$ cat config.mk
export PLATFORM = sky130hd
export DESIGN_NAME = df_threshold_gen
export DESIGN_NICKNAME = d
export VERILOG_FILES = /design/src/rtl/df_pkg.sv /design/src/rtl/df_thr_rom.sv /design/src/rtl/df_threshold_gen.sv
export SDC_FILE = /design/constraint.sdc
export NUM_CORES = 1
export LEC_CHECK = 0
export ABC_AREA = 1
export CELL_PAD_IN_SITES_DETAIL_PLACEMENT = 0
export CELL_PAD_IN_SITES_GLOBAL_PLACEMENT = 1
export CORE_ASPECT_RATIO = 1.5
export CORE_MARGIN = 2
export CORE_UTILIZATION = 33
export DETAILED_ROUTE_END_ITERATION = 12
export MAX_ROUTING_LAYER = met4
export PLACE_DENSITY_LB_ADDON = 0.1
export SLEW_MARGIN = 20
export SYNTH_ARGS = -nofsm -noshare
export SYNTH_HDL_FRONTEND = slang
export SYNTH_SLANG_ARGS = --single-unit
$ cat constraint.sdc
create_clock -name clk -period 1.8 [get_ports clk]
set_clock_uncertainty 0.1 [all_clocks]
set_input_delay 0.36 -clock clk [delete_from_list [all_inputs] [get_ports clk]]
set_output_delay 0.36 -clock clk [all_outputs]
set_load 0.02 [all_outputs]
$ cat src/rtl/df_pkg.sv
// Shared constants for the deblocking threshold generator: H.264 alpha/beta/tc0
// tables, the QP/index ceiling and the edge-direction encoding.
package df_pkg;

  localparam int QP_MAX = 51;

  typedef enum logic {
    EDGE_VER = 1'b0,
    EDGE_HOR = 1'b1
  } edge_dir_e;

  // Indexed by indexA / indexB (0..51)
  localparam logic [7:0] ALPHA_TAB [52] = '{
    0, 0, 0, 0, 0, 0, 0, 0, 0, 0, 0, 0, 0, 0, 0, 0,
    4, 4, 5, 6, 7, 8, 9, 10, 12, 13, 15, 17, 20, 22, 25, 28,
    32, 36, 40, 45, 50, 56, 63, 71, 80, 90, 101, 113, 127, 144, 162, 182,
    203, 226, 255, 255
  };

  localparam logic [4:0] BETA_TAB [52] = '{
    0, 0, 0, 0, 0, 0, 0, 0, 0, 0, 0, 0, 0, 0, 0, 0,
    2, 2, 2, 3, 3, 3, 3, 4, 4, 4, 6, 6, 7, 7, 8, 8,
    9, 9, 10, 10, 11, 11, 12, 12, 13, 13, 14, 14, 15, 15, 16, 16,
    17, 17, 18, 18
  };

  // Indexed by [indexA][bS-1]
  localparam logic [4:0] TC0_TAB [52][3] = '{
    '{0, 0, 0}, '{0, 0, 0}, '{0, 0, 0}, '{0, 0, 0}, '{0, 0, 0}, '{0, 0, 0},
    '{0, 0, 0}, '{0, 0, 0}, '{0, 0, 0}, '{0, 0, 0}, '{0, 0, 0}, '{0, 0, 0},
    '{0, 0, 0}, '{0, 0, 0}, '{0, 0, 0}, '{0, 0, 0}, '{0, 0, 0}, '{0, 0, 1},
    '{0, 0, 1}, '{0, 0, 1}, '{0, 0, 1}, '{0, 1, 1}, '{0, 1, 1}, '{1, 1, 1},
    '{1, 1, 1}, '{1, 1, 1}, '{1, 1, 1}, '{1, 1, 2}, '{1, 1, 2}, '{1, 1, 2},
    '{1, 1, 2}, '{1, 2, 3}, '{1, 2, 3}, '{2, 2, 3}, '{2, 2, 4}, '{2, 3, 4},
    '{2, 3, 4}, '{3, 3, 5}, '{3, 4, 6}, '{3, 4, 6}, '{4, 5, 7}, '{4, 5, 8},
    '{4, 6, 9}, '{5, 7, 10}, '{6, 8, 11}, '{6, 8, 13}, '{7, 10, 14}, '{8, 11, 16},
    '{9, 12, 18}, '{10, 13, 20}, '{11, 15, 23}, '{13, 17, 25}
  };

endpackage

$ cat src/rtl/df_thr_rom.sv
// Combinational alpha/beta/tc0 lookup; the caller registers the results.
module df_thr_rom
  import df_pkg::*;
(
  input  logic [5:0] index_a,
  input  logic [5:0] index_b,
  input  logic [2:0] bs,
  output logic [7:0] alpha,
  output logic [4:0] beta,
  output logic [4:0] tc0
);

  logic [1:0] tc_col;

  always_comb begin
    alpha  = 8'd0;
    beta   = 5'd0;
    tc0    = 5'd0;
    tc_col = bs[1:0] - 2'd1;
    if (index_a <= 6'(QP_MAX)) alpha = ALPHA_TAB[index_a];
    if (index_b <= 6'(QP_MAX)) beta  = BETA_TAB[index_b];
    // bS 0 and bS 4 (strong filter) carry no tc0
    if (index_a <= 6'(QP_MAX) && bs >= 3'd1 && bs <= 3'd3)
      tc0 = TC0_TAB[index_a][tc_col];
  end

endmodule

$ cat src/rtl/df_threshold_gen.sv
// Two-stage deblocking threshold pipeline: QP average and index clipping, then
// table lookup, with a valid/ready handshake that holds output under backpressure.
module df_threshold_gen
  import df_pkg::*;
(
  input  logic              clk,
  input  logic              reset_n,
  input  logic [5:0]        QPy,
  input  logic [5:0]        QPc,
  input  logic [5:0]        QPy_addrA,
  input  logic [5:0]        QPc_addrA,
  input  logic [5:0]        QPy_addrB,
  input  logic [5:0]        QPc_addrB,
  input  logic signed [3:0] alpha_off_div2,
  input  logic signed [3:0] beta_off_div2,
  input  logic              req_valid,
  input  logic              edge_dir,
  input  logic [1:0]        edge_idx,
  input  logic              is_chroma,
  input  logic [2:0]        bS,
  input  logic              disable_flag,
  output logic              req_ready,
  output logic              thr_valid,
  output logic [7:0]        alpha,
  output logic [4:0]        beta,
  output logic [4:0]        tc0,
  output logic [2:0]        bS_out,
  output logic              filter_en,
  output logic              edge_dir_out,
  output logic [1:0]        edge_idx_out,
  output logic              is_chroma_out,
  input  logic              thr_ready
);

  function automatic logic signed [7:0] add_offset(input logic [6:0] qpav,
                                                    input logic signed [3:0] off_div2);
    return $signed({1'b0, qpav}) + $signed({off_div2[3], off_div2[3], off_div2[3], off_div2, 1'b0});
  endfunction

  function automatic logic [5:0] clip_index(input logic signed [7:0] v);
    if (v < 0)           return 6'd0;
    else if (v > QP_MAX) return 6'(QP_MAX);
    else                 return v[5:0];
  endfunction

  logic       vld_p1, vld_p2;
  logic       ld_p1, ld_p2, accept;
  logic [5:0] qp_p, qp_q;
  logic [6:0] qpav;
  logic [5:0] idx_a_p1, idx_b_p1;
  logic [2:0] bs_p1;
  logic       dis_p1, dir_p1, chroma_p1;
  logic [1:0] eidx_p1;
  logic [7:0] rom_alpha;
  logic [4:0] rom_beta, rom_tc0;

  // A stage loads when empty or when its content moves on this cycle
  assign ld_p2     = !vld_p2 || thr_ready;
  assign ld_p1     = !vld_p1 || ld_p2;
  assign accept    = req_valid && ld_p1;
  assign req_ready = ld_p1;
  assign thr_valid = vld_p2;

  always_comb begin
    qp_q = is_chroma ? QPc : QPy;
    qp_p = qp_q;
    if (edge_idx == 2'd0)
      qp_p = (edge_dir == EDGE_VER) ? (is_chroma ? QPc_addrA : QPy_addrA)
                                    : (is_chroma ? QPc_addrB : QPy_addrB);
    qpav = ({1'b0, qp_p} + {1'b0, qp_q} + 7'd1) >> 1;
  end

  // Stage 1: QP average, clipped indices, sideband
  always_ff @(posedge clk or negedge reset_n) begin
    if (!reset_n) begin
      vld_p1    <= 1'b0;
      idx_a_p1  <= '0;
      idx_b_p1  <= '0;
      bs_p1     <= '0;
      dis_p1    <= 1'b0;
      dir_p1    <= 1'b0;
      eidx_p1   <= '0;
      chroma_p1 <= 1'b0;
    end else if (ld_p1) begin
      vld_p1 <= req_valid;
      if (accept) begin
        idx_a_p1  <= clip_index(add_offset(qpav, alpha_off_div2));
        idx_b_p1  <= clip_index(add_offset(qpav, beta_off_div2));
        bs_p1     <= bS;
        dis_p1    <= disable_flag;
        dir_p1    <= edge_dir;
        eidx_p1   <= edge_idx;
        chroma_p1 <= is_chroma;
      end
    end
  end

  df_thr_rom u_rom (
    .index_a (idx_a_p1),
    .index_b (idx_b_p1),
    .bs      (bs_p1),
    .alpha   (rom_alpha),
    .beta    (rom_beta),
    .tc0     (rom_tc0)
  );

  // Stage 2: registered thresholds and filter enable
  always_ff @(posedge clk or negedge reset_n) begin
    if (!reset_n) begin
      vld_p2        <= 1'b0;
      alpha         <= '0;
      beta          <= '0;
      tc0           <= '0;
      bS_out        <= '0;
      filter_en     <= 1'b0;
      edge_dir_out  <= 1'b0;
      edge_idx_out  <= '0;
      is_chroma_out <= 1'b0;
    end else if (ld_p2) begin
      vld_p2 <= vld_p1;
      if (vld_p1) begin
        alpha         <= rom_alpha;
        beta          <= rom_beta;
        tc0           <= rom_tc0;
        bS_out        <= bs_p1;
        filter_en     <= (bs_p1 != 3'd0) && !dis_p1 && (rom_alpha != 8'd0);
        edge_dir_out  <= dir_p1;
        edge_idx_out  <= eidx_p1;
        is_chroma_out <= chroma_p1;
      end
    end
  end

endmodule

==> results of run 1 <==
==> Yosys cell counts, drive strengths merged (3+ instances only) <==
| cell | count |
|---|---|
| nand4 | 5 |
| o221ai | 3 |
| nand2 | 195 |
| nor3 | 7 |
| a21oi | 28 |
| ha | 32 |
| a211oi | 3 |
| inv | 46 |
| o22ai | 3 |
| nand3b | 4 |
| clkbuf | 7 |
| a31oi | 5 |
| nor2 | 53 |
| buf | 11 |
| nand3 | 42 |
| o21ai | 68 |
| dfrtp | 48 |
| o211ai | 5 |
| xor2 | 6 |
| fa | 3 |
==> flip-flops by register name, summed over array words and instances, names as in the netlist, 2 cells and up <==
register / count
alpha: 8
idx_a_p1: 6
idx_b_p1: 6
beta: 5
tc0: 5
bS_out: 3
bs_p1: 3
edge_idx_out: 2
eidx_p1: 2
==> metrics by stage <==
step	util, %	setup TNS [ns]
global placement	49.4	-33.02
detailed placement	49.4	-33.87
floorplan	-	-15.51
global route	57.3	-18.45
finish	57.3	-15.79
CTS	54.2	-16.08
==> cell type report <==
type	instances	area, um2
sequential	48	1200
fill	1172	5080
inverter	47	195
clock inverter	2	38.8
clock buffer	6	139
timing repair buffer	223	1980
multi-input combinational	475	3070
tap	153	191
==> critical path: stages <==
cell	delay (ns)
buf_8	0.10
buf_12	0.13
buf_4	0.13
nor2_1	0.09
nor2_1	0.05
o21ai_1	0.13
a31oi_4	0.13
ha_4	0.28
buf_6	0.11
nand3_2	0.04
and2_4	0.14
inv_2	0.03
a21oi_2	0.12
nor2_1	0.06
nor2_2	0.14
inv_2	0.08
ha_4	0.26
a21oi_2	0.11
o21ai_1	0.08
nor2_2	0.20
nor2_2	0.07
a21oi_4	0.18
buf_4	0.14
nand3_2	0.05
o21ai_1	0.07
==> cells by family (layout without fill, tap and decap cells) <==
group,after synthesis,in the layout,share of synthesized area (%)
compound gates,122,122,17.1
xor+xnor,8,8,1.76
fa+ha+maj,35,35,11.6
buf+inv,65,278,7.11
flops,48,48,30.2
mux,1,1,0.252
simple gates,309,309,32.0
==> routing by layer <==
metal,share of wire (%),global-route usage (%),up-vias,wire [um]
li1,-,-,2372,-
met1,37,22.5,2207,5330
met2,57,44.2,111,8110
met3,2.8,2.51,28,407
met4,3.1,8.24,0,437
met5,0,-,-,0
==> repair_timing <==
item	CTS	global route
endpoints found under the hold margin	22	0
hold buffers	1	0
pin swaps	72	69
buffers inserted	18	9
gates cloned	0	1
resized for setup	117	84
endpoints found under the setup margin	33	28
==> worst paths after layout <==
kind / endpoint
max: idx_b_p1[2]
min: eidx_p1[0]
max reg2reg: filter_en
min reg2reg: is_chroma_out
max in group asynchronous: bs_p1[1]
min in group asynchronous: tc0[1]
==> power by group through the flow <==
stage | combinational (mW) | sequential (mW) | clock [mW]
global route | 5.86 | 1.74 | 1.18
detailed placement | 4.59 | 1.71 | 0
floorplan | 2.21 | 1.89 | 0
global placement | 4.59 | 1.70 | 0
finish | 5.38 | 1.70 | 1.10
CTS | 4.98 | 1.70 | 1.13
==> impl_results.md, run 1 <==
* Hold path startpoint: edge_idx[0]
* Top Ports at 84
* First-pass DRT Iterations at 4
* Hold depth at 3
* Final WL at 14,300 um
* Setup crit start: is_chroma
* Max Freq at 0.316 GHz
* Layout cells sized above 1 at 35.5%
* Slew @ Worst Pin at 0.578 ns
* Post-Syn Area at 3980 um2
* Diodes inserted at 0
* Die Ht at 138 um
* Dpl ws at -2.21 ns
* Leading area contributor after synthesis: dfrtp_1
* Synth top area share at 30.2%
* Post-route insts no fill at 954
* Skew-Pair Late Insertion Delay at 0.29 ns
* CP endpoint kind: register
* Die ar. at 13,000 um2
* P_int at 4.67 mW
* Failing checks: setup timing
* Post-synth EDFFs at 0
* Synthesized area per cell at 6.76 um2
* DRT antenna net count at 0
* Critical path arrival at 3.28 ns
* Power per cell area at 1200 nW/um2
* Final Max Slew Viols at 0
* Tcrit/Tclk final at 176%
* Post-synth ARST share at 100%
* Cells after Synth at 588
* Hpwl dp at 11,300 um
* Sequential share of power at 20.8%
* Crit-path max FO at 7
* CTS Buf Count at 5
* Req. time, crit path at 1.92 ns
* Seq/Total Area, Yosys at 30.2%
* Initial antenna violation count at 0
* Drt initial violations at 173
* Floorplan row count at 49
* I/O Buffers at 83
* Lkg Pwr at 3.27 nW
* Syn Nets at 679
* CTS tree: built
* Max cap viols at 0
* Largest net degree at the start of global routing at 39
* Nets@finish at 891
* P&R area growth vs syn at 71.5%
* Commonest non-fill, non-tap cell in the layout: nand2_1
* Clk slew on worst S/H paths at 0.06 ns
* Root Buffer: clkbuf_16
* Library cells used by synthesis at 40
* Placer congestion estimate at 0.943
* Area of the core at 11,900 um2
* Post-DR wirelength/cell at 15.0 um
* Reg2Reg Launch Point: idx_a_p1[1]
* Final routed DRC violation total at 0
* First-pass GRT wire length at 22,800 um
* Final setup margin at -1.36 ns
* Vias per cell at 4.95
* Hold_ws at 0.218 ns
* Share of total power in combinational logic at 65.8%
* Switching power total at 3.51 mW
* Residual overflow from global routing at 0
* VDD IR-drop max at 0.557 mV
* Tmin final at 3.16 ns
* Fin area at 6820 um2
* Synth Flop Type: dfrtp_1
* Clock Sinks at 48
* Die width at 93.6 um
* Register bit count reported by yosys at 48
* Rel. slew slack at 61.5%
* Largest cells by area after synthesis: dfrtp_1 (30%), nand2_1 (18%), ha_1 (10%)
* Status: finished, violations left
* FF-to-FF setup slack at 0.01 ns
* Starting Density at 33.4%
* Clock Tree Buf Depth at 2
* Ys Warns at 0
* Setup-failing EPs final at 12
* GRT Util Overall at 22.7%
* Final hold vios at 0
* Cells on worst reg2reg path at 13
* Clock Power Share at 13.5%
* RSZ-0062 raised after global routing: true
* Vias in the first global route at 4,898
* Worst hold path class: input port to register
* H-tree depth at 2
* Worst Path Class, Setup: input port to register
* Sw frac at 42.9%
* Commonest non-fill, non-tap cells in the layout: nand2_1 (167), buf_4 (123), clkdlybuf4s50_1 (56), dfrtp_1 (46), nor2_1 (37)
* Dpl cells at 920
* Post-placement cell area at 5880 um2
* Via Count at 4,718
* Worst setup SP type: input port
* Design Power at 8.18 mW
(Power assumes the default switching activity.)
==> inputs of run 2 (changes only) <==
--- a/config.mk
+++ b/config.mk
@@ -5,12 +5,11 @@
 export SDC_FILE = /design/constraint.sdc
 export NUM_CORES = 1
 export LEC_CHECK = 0
-export ABC_AREA = 1
 export CELL_PAD_IN_SITES_DETAIL_PLACEMENT = 0
 export CELL_PAD_IN_SITES_GLOBAL_PLACEMENT = 1
 export CORE_ASPECT_RATIO = 1.5
 export CORE_MARGIN = 2
-export CORE_UTILIZATION = 33
+export CORE_UTILIZATION = 36
 export DETAILED_ROUTE_END_ITERATION = 12
 export MAX_ROUTING_LAYER = met4
 export PLACE_DENSITY_LB_ADDON = 0.1
==> impl_results.md, run 2 <==
* Status: finished, violations left
* Failing checks: setup timing
* P&R area growth vs syn at 72.8%
* Crit-path max FO at 4 (-3)
* Floorplan row count at 48 (-2.0%)
* Critical path arrival at 3.55 ns (+0.27 ns)
* Starting Density at 36.7% (+3.3 points)
* Initial antenna violation count at 0 (unchanged)
* Post-Route Setup TNS at -20.66 ns (-4.87 ns)
* Library cells used by synthesis at 77 (+93%)
* Ys Warns at 0 (unchanged)
* Largest cells by area after synthesis: dfrtp_1 (29%), ha_1 (9.5%), nand2_1 (6.4%)
* Skew-Pair Late Insertion Delay at 0.29 ns (about the same)
* Final setup margin at -1.66 ns (-0.298 ns)
* Max Freq at 0.289 GHz (-8.6%)
* Synth top area share at 28.6% (-1.6 points)
* Clock Sinks at 48 (unchanged)
* I/O Buffers at 83 (unchanged)
* Rel. slew slack at 69.9% (+8.4 points)
* Syn Nets at 576 (-15%)
* Vias in the first global route at 4,764 (-2.7%)
* Leading area contributor after synthesis: dfrtp_1
* Count leader, synth: nand2_1
* Max reg flops at 8 (unchanged)
* Worst hold path class: input port to register
* Hold_ws at 0.287 ns (+0.0683 ns)
* Tmin final at 3.46 ns (+0.298 ns)
* Worst setup SP type: input port
* Top Registers: alpha: 8 flops, idx_a_p1: 6 flops, idx_b_p1: 6 flops
* Largest net degree at the start of global routing at 34 (-13%)
* Post-DR wirelength/cell at 17.4 um (+16%)
* Nets@finish at 784 (-12%)
* Hpwl dp at 11,100 um (-1.4%)
* Final Max Slew Viols at 0 (unchanged)
* Commonest non-fill, non-tap cell in the layout: buf_4
* CTS Buf Count at 5 (unchanged)
* DRT antenna net count at 0 (unchanged)
* First-pass GRT wire length at 22,600 um (-0.93%)
* Commonest non-fill, non-tap cells in the layout: buf_4 (117), nand2_1 (69), clkdlybuf4s50_1 (53), dfrtp_1 (45), buf_6 (25)
* Layout cells sized above 1 at 43.1% (+7.6 points)
* Vias per cell at 5.34 (+8.1%)
* Die Ht at 136 um (-1.6%)
* Dpl ws at -2.58 ns (-0.373 ns)
* H-tree depth at 2 (unchanged)
* Top reg by flops: alpha
* Die width at 92.1 um (-1.6%)
* First-pass DRT Iterations at 4 (unchanged)
* Post-synth EDFFs at 0 (unchanged)
* Largest stage delay on the critical path at 0.49 ns (+0.21 ns)
* CTS tree: built
* Design Power at 9.64 mW (+18%)
* RSZ-0062 raised after global routing: true
* Synth Flop Type: dfrtp_1
* Tcrit/Tclk final at 192% (+17 points)
* Clock Tree Buf Depth at 2 (unchanged)
* VDD IR-drop max at 0.671 mV (+20%)
* Worst Path Class, Setup: input port to register
* Seq/Total Area, Yosys at 28.6% (-1.6 points)
* Synthesized area per cell at 8.64 um2 (+28%)
* Dpl cells at 810 (-12%)
* Register bit count reported by yosys at 48 (unchanged)
* Area of the core at 11,400 um2 (-4.1%)
* GRT Util Overall at 23.4% (+0.67 points)
* Slowest stage cell, crit path: mux4_2
* Cells after Synth at 485 (-18%)
* Worst-path cell chain: buf_12 > mux4_2 > mux2_4 > fa_2 > a21o_1 > a21oi_4 > xnor2_2 > buf_4 > ha_4 > a211oi_4 > o21bai_2 > a211o_1 > and3_4 > o41ai_2
* Post-route insts no fill at 844 (-12%)
* Final routed DRC violation total at 0 (unchanged)
* Clk slew on worst S/H paths at 0.07 ns (about the same)
* Slew @ Worst Pin at 0.449 ns (-0.129 ns)
* Die ar. at 12,500 um2 (-3.2%)
* Lkg Pwr at 3.17 nW (-3.1%)
* Final WL at 14,700 um (+2.8%)
* Diodes inserted at 0 (unchanged)
* Setup-failing EPs final at 23 (+11)
* CP endpoint kind: register
* Power per cell area at 1330 nW/um2 (+11%)
* Drt initial violations at 97 (-44%)
* Max cap viols at 0 (unchanged)
* Via Count at 4,511 (-4.4%)
* Root Buffer: clkbuf_16
* Residual overflow from global routing at 0 (unchanged)
* Placer congestion estimate at 0.863 (-8.5%)
* Post-Syn Area at 4190 um2 (+5.5%)
* Top Ports at 84 (unchanged)
* Post-synth ARST share at 100% (unchanged)
* Top post-synthesis cells by count: nand2_1 (71), dfrtp_1 (48), o21ai_0 (38)
* Req. time, crit path at 1.88 ns (-0.04 ns)
* Final hold vios at 0 (unchanged)
-- run 2: cell count changes in the layout (fill, tap and decap cells not counted), moves of 18 or more --
cell,change
nand2_2,-23
nand3_1,-23
nand2_1,-98
inv_1,-18
o21ai_1,-18
nor2_1,-20
-- run 2: cell families (layout without fill, tap and decap cells) --
kind of cell    count (synthesis)  after routing  synth area share [%]
mux                            25             25                  8.33
fa+ha+maj                      35             35                  11.0
simple gates                  168            168                  19.9
xor+xnor                       14             14                  2.92
buf+inv                        45            254                  4.60
flops                          48             48                  28.6
compound gates                150            150                  24.7
-- run 2: path summary, 6_finish.rpt --
check / start / endpoint / slack (ns) / cells after the start
max: is_chroma / idx_a_p1[2] / -1.66 / 14
min: edge_dir / dir_p1 / 0.29 / 4
max reg2reg: idx_a_p1[1] / filter_en / -0.27 / 8
min reg2reg: alpha[6] / alpha[6] / 0.37 / 2
max in group asynchronous: reset_n / eidx_p1[1] / 0.61 / 3
min in group asynchronous: reset_n / idx_b_p1[4] / 0.46 / 2
-- run 2: per-layer routing --
metal  track usage (%)  share of wire [%]  vias to the layer above
li1                  -                  -                     2196
met4              8.87                3.1                        0
met5                 -                  0                        -
met2              48.1                 59                       85
met1              21.8                 35                     2205
met3              2.11                2.3                       25
-- run 2: layout make-up --
cell class	count	area (um2)
tap	150	188
timing repair buffer	229	2030
clock buffer	5	125
sequential	48	1200
clock inverter	3	47.5
fill	998	4170
multi-input combinational	392	3570
inverter	17	76.3
-- run 2: report_power, final --
| part | leakage, nW | switching, mW | internal (mW) |
|---|---|---|---|
| Sequential | 0.607 | 0.295 | 1.38 |
| Clock | 0.0840 | 0.439 | 0.661 |
| Combinational | 2.48 | 3.36 | 3.51 |
| Total | 3.17 | 4.09 | 5.55 |
-- run 2: critical path, delay by kind of cell --
family	cells	cell delay (ns)
AOI/OAI and AO/OA	6	1.22
muxes	2	0.79
adders and majority gates	2	0.59
buffers and inverters	2	0.24
and+or+nand+nor	1	0.19
xor gates and xnor gates	1	0.14
-- run 2: what timing repair did --
item	4_1_cts	5_1_grt
gates resized for setup	110	120
endpoints found under the setup margin	25	28
hold buffers	1	0
buffers inserted	10	18
hold endpoints to repair	15	0
pin swaps	32	73
-- run 2: metrics by stage --
stage | util, % | area, um2
2_1_floorplan | - | 4350
3_3_place_gp | 53.6 | 6120
3_5_place_dp | 53.6 | 6120
6_report | 63.5 | 7240
5_1_grt | 63.5 | 7240
4_1_cts | 57.9 | 6600
